$ cat src/rtl/pm_cmd_sequencer_if.sv
// pm_cmd_sequencer_if: command request/response handshakes plus the decoder-side command/status bundle
//   master: control bus and decoder side (drives requests, rsp_ready and the decoder status)
//   slave : the sequencer (drives req_ready, command word to the decoder and the response)
interface pm_cmd_sequencer_if #(
    parameter int CMD_W  = 16,
    parameter int STAT_W = 13,
    parameter int TAG_W  = 4
);
    logic              req_valid;
    logic              req_ready;
    logic [CMD_W-1:0]  req_cmd;
    logic [CMD_W-1:0]  cmd_out;
    logic              cmd_active;
    logic [STAT_W-1:0] stat_in;
    logic              rsp_valid;
    logic              rsp_ready;
    logic [STAT_W-1:0] rsp_stat;
    logic [TAG_W-1:0]  rsp_tag;
    logic              busy;
    modport master (
        output req_valid, req_cmd, rsp_ready, stat_in,
        input  req_ready, cmd_out, cmd_active, rsp_valid, rsp_stat, rsp_tag, busy
    );
    modport slave (
        input  req_valid, req_cmd, rsp_ready, stat_in,
        output req_ready, cmd_out, cmd_active, rsp_valid, rsp_stat, rsp_tag, busy
    );
endinterface

$ cat src/rtl/pm_cmd_sequencer.sv
// pm_cmd_sequencer: applies a command word to the pm status decoder, waits SETTLE cycles, returns tagged status
//   clock_i : rising-edge clock
//   reset_i : synchronous active-high reset
//   bus     : slave side of pm_cmd_sequencer_if (request in, command/status to decoder, tagged response out)
module pm_cmd_sequencer #(
    parameter int CMD_W  = 16,
    parameter int STAT_W = 13,
    parameter int SETTLE = 2,
    parameter int TAG_W  = 4
) (
    input logic                clock_i,
    input logic                reset_i,
    pm_cmd_sequencer_if.slave  bus
);
    if (SETTLE < 1 || SETTLE > 15) begin : g_settle_check
        $error("pm_cmd_sequencer: SETTLE must be within 1..15");
    end
    typedef enum logic [1:0] {IDLE, HOLD, CAPTURE, RESP} state_t;
    localparam logic [3:0] CNT_INIT = 4'(SETTLE - 1);
    state_t            state_q, state_d;
    logic [3:0]        cnt_q, cnt_d;
    logic [TAG_W-1:0]  tag_q, tag_d;
    logic [TAG_W-1:0]  rtag_q, rtag_d;
    logic [CMD_W-1:0]  cmd_q, cmd_d;
    logic [STAT_W-1:0] stat_q, stat_d;
    always_ff @(posedge clock_i) begin
        if (reset_i) begin
            state_q <= IDLE;
            cnt_q   <= '0;
            tag_q   <= '0;
            rtag_q  <= '0;
            cmd_q   <= '0;
            stat_q  <= '0;
        end else begin
            state_q <= state_d;
            cnt_q   <= cnt_d;
            tag_q   <= tag_d;
            rtag_q  <= rtag_d;
            cmd_q   <= cmd_d;
            stat_q  <= stat_d;
        end
    end
    // The decoder is combinational, so stat_in is only trusted once cmd_out has been held
    // for the full settle window; it is sampled exactly once, in CAPTURE.
    always_comb begin
        state_d = state_q;
        cnt_d   = cnt_q;
        tag_d   = tag_q;
        rtag_d  = rtag_q;
        cmd_d   = cmd_q;
        stat_d  = stat_q;
        case (state_q)
            IDLE: if (bus.req_valid) begin
                cmd_d   = bus.req_cmd;
                cnt_d   = CNT_INIT;
                state_d = HOLD;
            end
            HOLD: if (cnt_q == 4'd0) state_d = CAPTURE;
                  else cnt_d = cnt_q - 4'd1;
            CAPTURE: begin
                stat_d  = bus.stat_in;
                rtag_d  = tag_q;
                tag_d   = tag_q + TAG_W'(1);
                state_d = RESP;
            end
            RESP: if (bus.rsp_ready) state_d = IDLE;
            default: state_d = IDLE;
        endcase
    end
    // cmd_active spans accept edge to response handshake, which is exactly the non-IDLE time.
    assign bus.req_ready  = state_q == IDLE;
    assign bus.busy       = state_q != IDLE;
    assign bus.cmd_active = state_q != IDLE;
    assign bus.rsp_valid  = state_q == RESP;
    assign bus.cmd_out    = cmd_q;
    assign bus.rsp_stat   = stat_q;
    assign bus.rsp_tag    = rtag_q;
endmodule

$ cat src/flat_wrapper.sv
// flat-port wrapper written by rule: the top's interface ports become plain ports
module pm_cmd_sequencer_flat 
#(
    parameter int CMD_W  = 16,
    parameter int STAT_W = 13,
    parameter int SETTLE = 2,
    parameter int TAG_W  = 4
)
  (clock_i, reset_i, bus_req_valid, bus_req_cmd, bus_rsp_ready, bus_stat_in, bus_req_ready, bus_cmd_out, bus_cmd_active, bus_rsp_valid, bus_rsp_stat, bus_rsp_tag, bus_busy);
  pm_cmd_sequencer_if #(.CMD_W(CMD_W), .STAT_W(STAT_W), .TAG_W(TAG_W)) bus_i ();
  input logic clock_i;
  input logic reset_i;
  input wire logic [$bits(bus_i.req_valid)-1:0] bus_req_valid;
  input wire logic [$bits(bus_i.req_cmd)-1:0] bus_req_cmd;
  input wire logic [$bits(bus_i.rsp_ready)-1:0] bus_rsp_ready;
  input wire logic [$bits(bus_i.stat_in)-1:0] bus_stat_in;
  output wire logic [$bits(bus_i.req_ready)-1:0] bus_req_ready;
  output wire logic [$bits(bus_i.cmd_out)-1:0] bus_cmd_out;
  output wire logic [$bits(bus_i.cmd_active)-1:0] bus_cmd_active;
  output wire logic [$bits(bus_i.rsp_valid)-1:0] bus_rsp_valid;
  output wire logic [$bits(bus_i.rsp_stat)-1:0] bus_rsp_stat;
  output wire logic [$bits(bus_i.rsp_tag)-1:0] bus_rsp_tag;
  output wire logic [$bits(bus_i.busy)-1:0] bus_busy;
  assign bus_i.req_valid = bus_req_valid;
  assign bus_i.req_cmd = bus_req_cmd;
  assign bus_i.rsp_ready = bus_rsp_ready;
  assign bus_i.stat_in = bus_stat_in;
  assign bus_req_ready = bus_i.req_ready;
  assign bus_cmd_out = bus_i.cmd_out;
  assign bus_cmd_active = bus_i.cmd_active;
  assign bus_rsp_valid = bus_i.rsp_valid;
  assign bus_rsp_stat = bus_i.rsp_stat;
  assign bus_rsp_tag = bus_i.rsp_tag;
  assign bus_busy = bus_i.busy;
  pm_cmd_sequencer #(.CMD_W(CMD_W), .STAT_W(STAT_W), .SETTLE(SETTLE), .TAG_W(TAG_W)) u_core (.clock_i(clock_i), .reset_i(reset_i), .bus(bus_i));
endmodule
$ cat config.mk
export PLATFORM = sky130hd
export DESIGN_NAME = pm_cmd_sequencer_flat
export DESIGN_NICKNAME = d
export VERILOG_FILES = /design/src/rtl/pm_cmd_sequencer_if.sv /design/src/rtl/pm_cmd_sequencer.sv /design/src/flat_wrapper.sv
export SDC_FILE = /design/constraint.sdc
export NUM_CORES = 1
export LEC_CHECK = 0
export CAP_MARGIN = 40
export CORE_ASPECT_RATIO = 0.8
export CORE_UTILIZATION = 40
export DETAILED_ROUTE_END_ITERATION = 12
export GPL_ROUTABILITY_DRIVEN = 0
export PLACE_DENSITY = 0.75
export SYNTH_ARGS = -nofsm -noshare
export SYNTH_HDL_FRONTEND = slang
export SYNTH_SLANG_ARGS = --single-unit
$ cat constraint.sdc
create_clock -name clock_i -period 2.1 [get_ports clock_i]
set_input_delay 0.21 -clock clock_i [delete_from_list [all_inputs] [get_ports clock_i]]
set_output_delay 0.21 -clock clock_i [all_outputs]
set_load 0.005 [all_outputs]
==> impl_metrics.env <==
export IMPL_status="completed"
export IMPL_setup_violations=0
export IMPL_yosys_warnings=0
export IMPL_antenna_found_initial=0
export IMPL_dpl_hpwl_um=2480
export IMPL_cp_start_kind="flop"
export IMPL_area_delta_synth_final_pct=47.3
export IMPL_cts_tree="yes"
export IMPL_layout_drive_gt1_share_pct=5.77
export IMPL_yosys_top_cells_count="dfxtp_1 (43), nand2_1 (35), nor2_1 (21)"
export IMPL_power_density_mw_per_mm2=1090
export IMPL_dr_first_iter_drc_count=25
export IMPL_port_buffer_count=69
export IMPL_fin_skew_ns=0.00446
export IMPL_wl_um=3470
export IMPL_synth_edf_count=0
export IMPL_grt_max_degree=27
export IMPL_critPathMaxFanout=8
export IMPL_grt_pass1_vias=1328
export IMPL_wl_per_cell_um=10.9
export IMPL_htreeDepth=2
export IMPL_cp_required_ns=1.89
export IMPL_path_class="reg -> out"
export IMPL_fill_cells=391
export IMPL_cts_buffer_depth=2
export IMPL_yosys_most_used_dff="dfxtp_1"
export IMPL_die_y_um=61.4
export IMPL_tns_ns=0
export IMPL_synth_most_common_cell="dfxtp_1"
export IMPL_grt_pass1_wl_um=5870
export IMPL_multi_input_area_sq_um=831
export IMPL_max_freq_mhz=538
export IMPL_final_seq_area_sq_um=861
export IMPL_yosysTopAreaCell="dfxtp_1"
export IMPL_viasPerCell=4.67
export IMPL_fp_coreArea_sq_mm=0.00420
export IMPL_end_kind="output pin"
export IMPL_synth_area_sq_mm=0.00176
export IMPL_io_pins=70
export IMPL_netlist_instances=193
export IMPL_post_cts_buffers=0
export IMPL_reg2reg_slack_ns=0.46
export IMPL_final_antenna_net_count=0
export IMPL_grt_total_usage_pct=16.1
export IMPL_slew_headroom_pct=63.5
export IMPL_design_area_sq_mm=0.00260
export IMPL_initial_core_util_pct=41.9
export IMPL_hold_class="reg -> reg"
export IMPL_vdd_drop_max_mv=0.550
export IMPL_grt_overflow=0
export IMPL_die_width_um=76.2
export IMPL_dpl_cell_area_sq_mm=0.00249
export IMPL_layout_setup_ws_ns=0.242
export IMPL_power_mw=2.83
export IMPL_leakagePower_nw=0.970
export IMPL_dieArea_sq_mm=0.00468
export IMPL_synth_nets=234
export IMPL_period_share_pct=88.5
export IMPL_final_cells=317
export IMPL_rsz0062_at_grt="no"
export IMPL_cts_inserted_buffers=5
export IMPL_cts_sinks=43
export IMPL_antenna_cells=0
export IMPL_drt_pass1_iterations=4
export IMPL_maxCapViolCount=0
export IMPL_placed_cells=310
export IMPL_whs_ns=0.454
export IMPL_hold_violations=0
export IMPL_ys_seq_area_share_pct=48.8
export IMPL_syn_area_per_cell_sq_um=9.13
export IMPL_final_util_pct=61.8
export IMPL_critPathArrivalTime_ns=1.65
export IMPL_maxSlewViolCount=0
export IMPL_vias=1479
export IMPL_netlist_area_leader_share_pct=48.8
export IMPL_clkTransAtPathRegs_ns=0.07
export IMPL_preCtsSetupSlack_ns=0.451
export IMPL_clockRootBuffer="clkbuf_8"
export IMPL_fp_row_count=21
export IMPL_yosys_register_bits=43
export IMPL_ctsHoldBuffers=0
export IMPL_clk_latency_ns=0.29
export IMPL_drc_errors=0
export IMPL_synth_cell_types=31
export IMPL_worst_pin_slew_ns=0.548
export IMPL_fin_crit_ns=1.86
export IMPL_ctsResizeCount=0
export IMPL_ys_async_sr_fraction_pct=0
export IMPL_final_nets=301
export IMPL_ys_top_cells_by_area="dfxtp_1 (49%), mux2i_1 (11%), nand2_1 (7.5%), ha_1 (5.7%), a21oi_1 (5.4%)"
cell type report:
cell class              instances  area share (%)
flip-flops and latches         43            33.1
multi-input cells             133            32.0
repair buffers                 72            27.5
clock buffers                   6            2.79
well taps                      57            2.75
clock inverters                 1            1.16
inverters                       5           0.723
worst paths after layout:
check                                          start                                  to  cells after the start
setup / recovery      u_core.state_q[1]$_SDFFE_PP0P_                      bus_cmd_active                      4
hold / removal    u_core.bus.cmd_out[3]$_SDFFE_PP0P_  u_core.bus.cmd_out[3]$_SDFFE_PP0P_                      2
hold reg to reg   u_core.bus.cmd_out[3]$_SDFFE_PP0P_  u_core.bus.cmd_out[3]$_SDFFE_PP0P_                      2
setup reg to reg      u_core.state_q[0]$_SDFFE_PP0P_  u_core.bus.cmd_out[6]$_SDFFE_PP0P_                      5
registers in the layout (all words and copies together) (netlist names):
name	cells
u_core.bus.cmd_out	16
u_core.tag_q	4
u_core.bus.rsp_tag	4
u_core.state_q	2
u_core.bus.rsp_stat	13
u_core.cnt_q	4
where the power goes:
| part | switching, mW | internal [mW] |
|---|---|---|
| Sequential | 0.0925 | 0.961 |
| Clock | 0.250 | 0.348 |
| Combinational | 0.539 | 0.642 |
| Total | 0.881 | 1.95 |
worst max-delay path, stage by stage, from the launching register on:
cell and delay, ns:
dfxtp_1 0.38, inv_1 0.10, ha_1 0.28, inv_1 0.10, clkdlybuf4s50_1 0.49
cell families (layout without fill, tap and decap cells):
| logic type | count (synthesis) | after routing | synth area share [%] |
|---|---|---|---|
| mux | 21 | 21 | 12.0 |
| fa+ha+maj | 8 | 8 | 5.68 |
| flops | 43 | 43 | 48.8 |
| xor+xnor | 3 | 3 | 1.49 |
| compound gates | 26 | 26 | 8.45 |
| buf+inv | 17 | 84 | 4.05 |
| simple gates | 75 | 75 | 19.5 |
placed cells by master, fill, tap and decap left out, drive strengths merged, types with 2 or more instances in the layout:
cell type / n
a211o: 2
a21oi: 19
buf: 3
clkbuf: 6
clkdlybuf4s50: 69
dfxtp: 43
ha: 8
inv: 5
mux2i: 20
nand2: 35
nand2b: 3
nand4: 3
nor2: 21
nor2b: 3
o21ai: 2
xor2: 2
routing by layer:
| metal | share of wire (%) | vias to the layer above | track usage, % |
|---|---|---|---|
| met1 | 48 | 647 | 20.3 |
| met3 | 9.0 | 5 | 6.67 |
| li1 | - | 772 | - |
| met5 | 0 | - | 0 |
| met2 | 41 | 55 | 24.8 |
| met4 | 1.2 | 0 | 6.59 |
(Power assumes the default switching activity.)
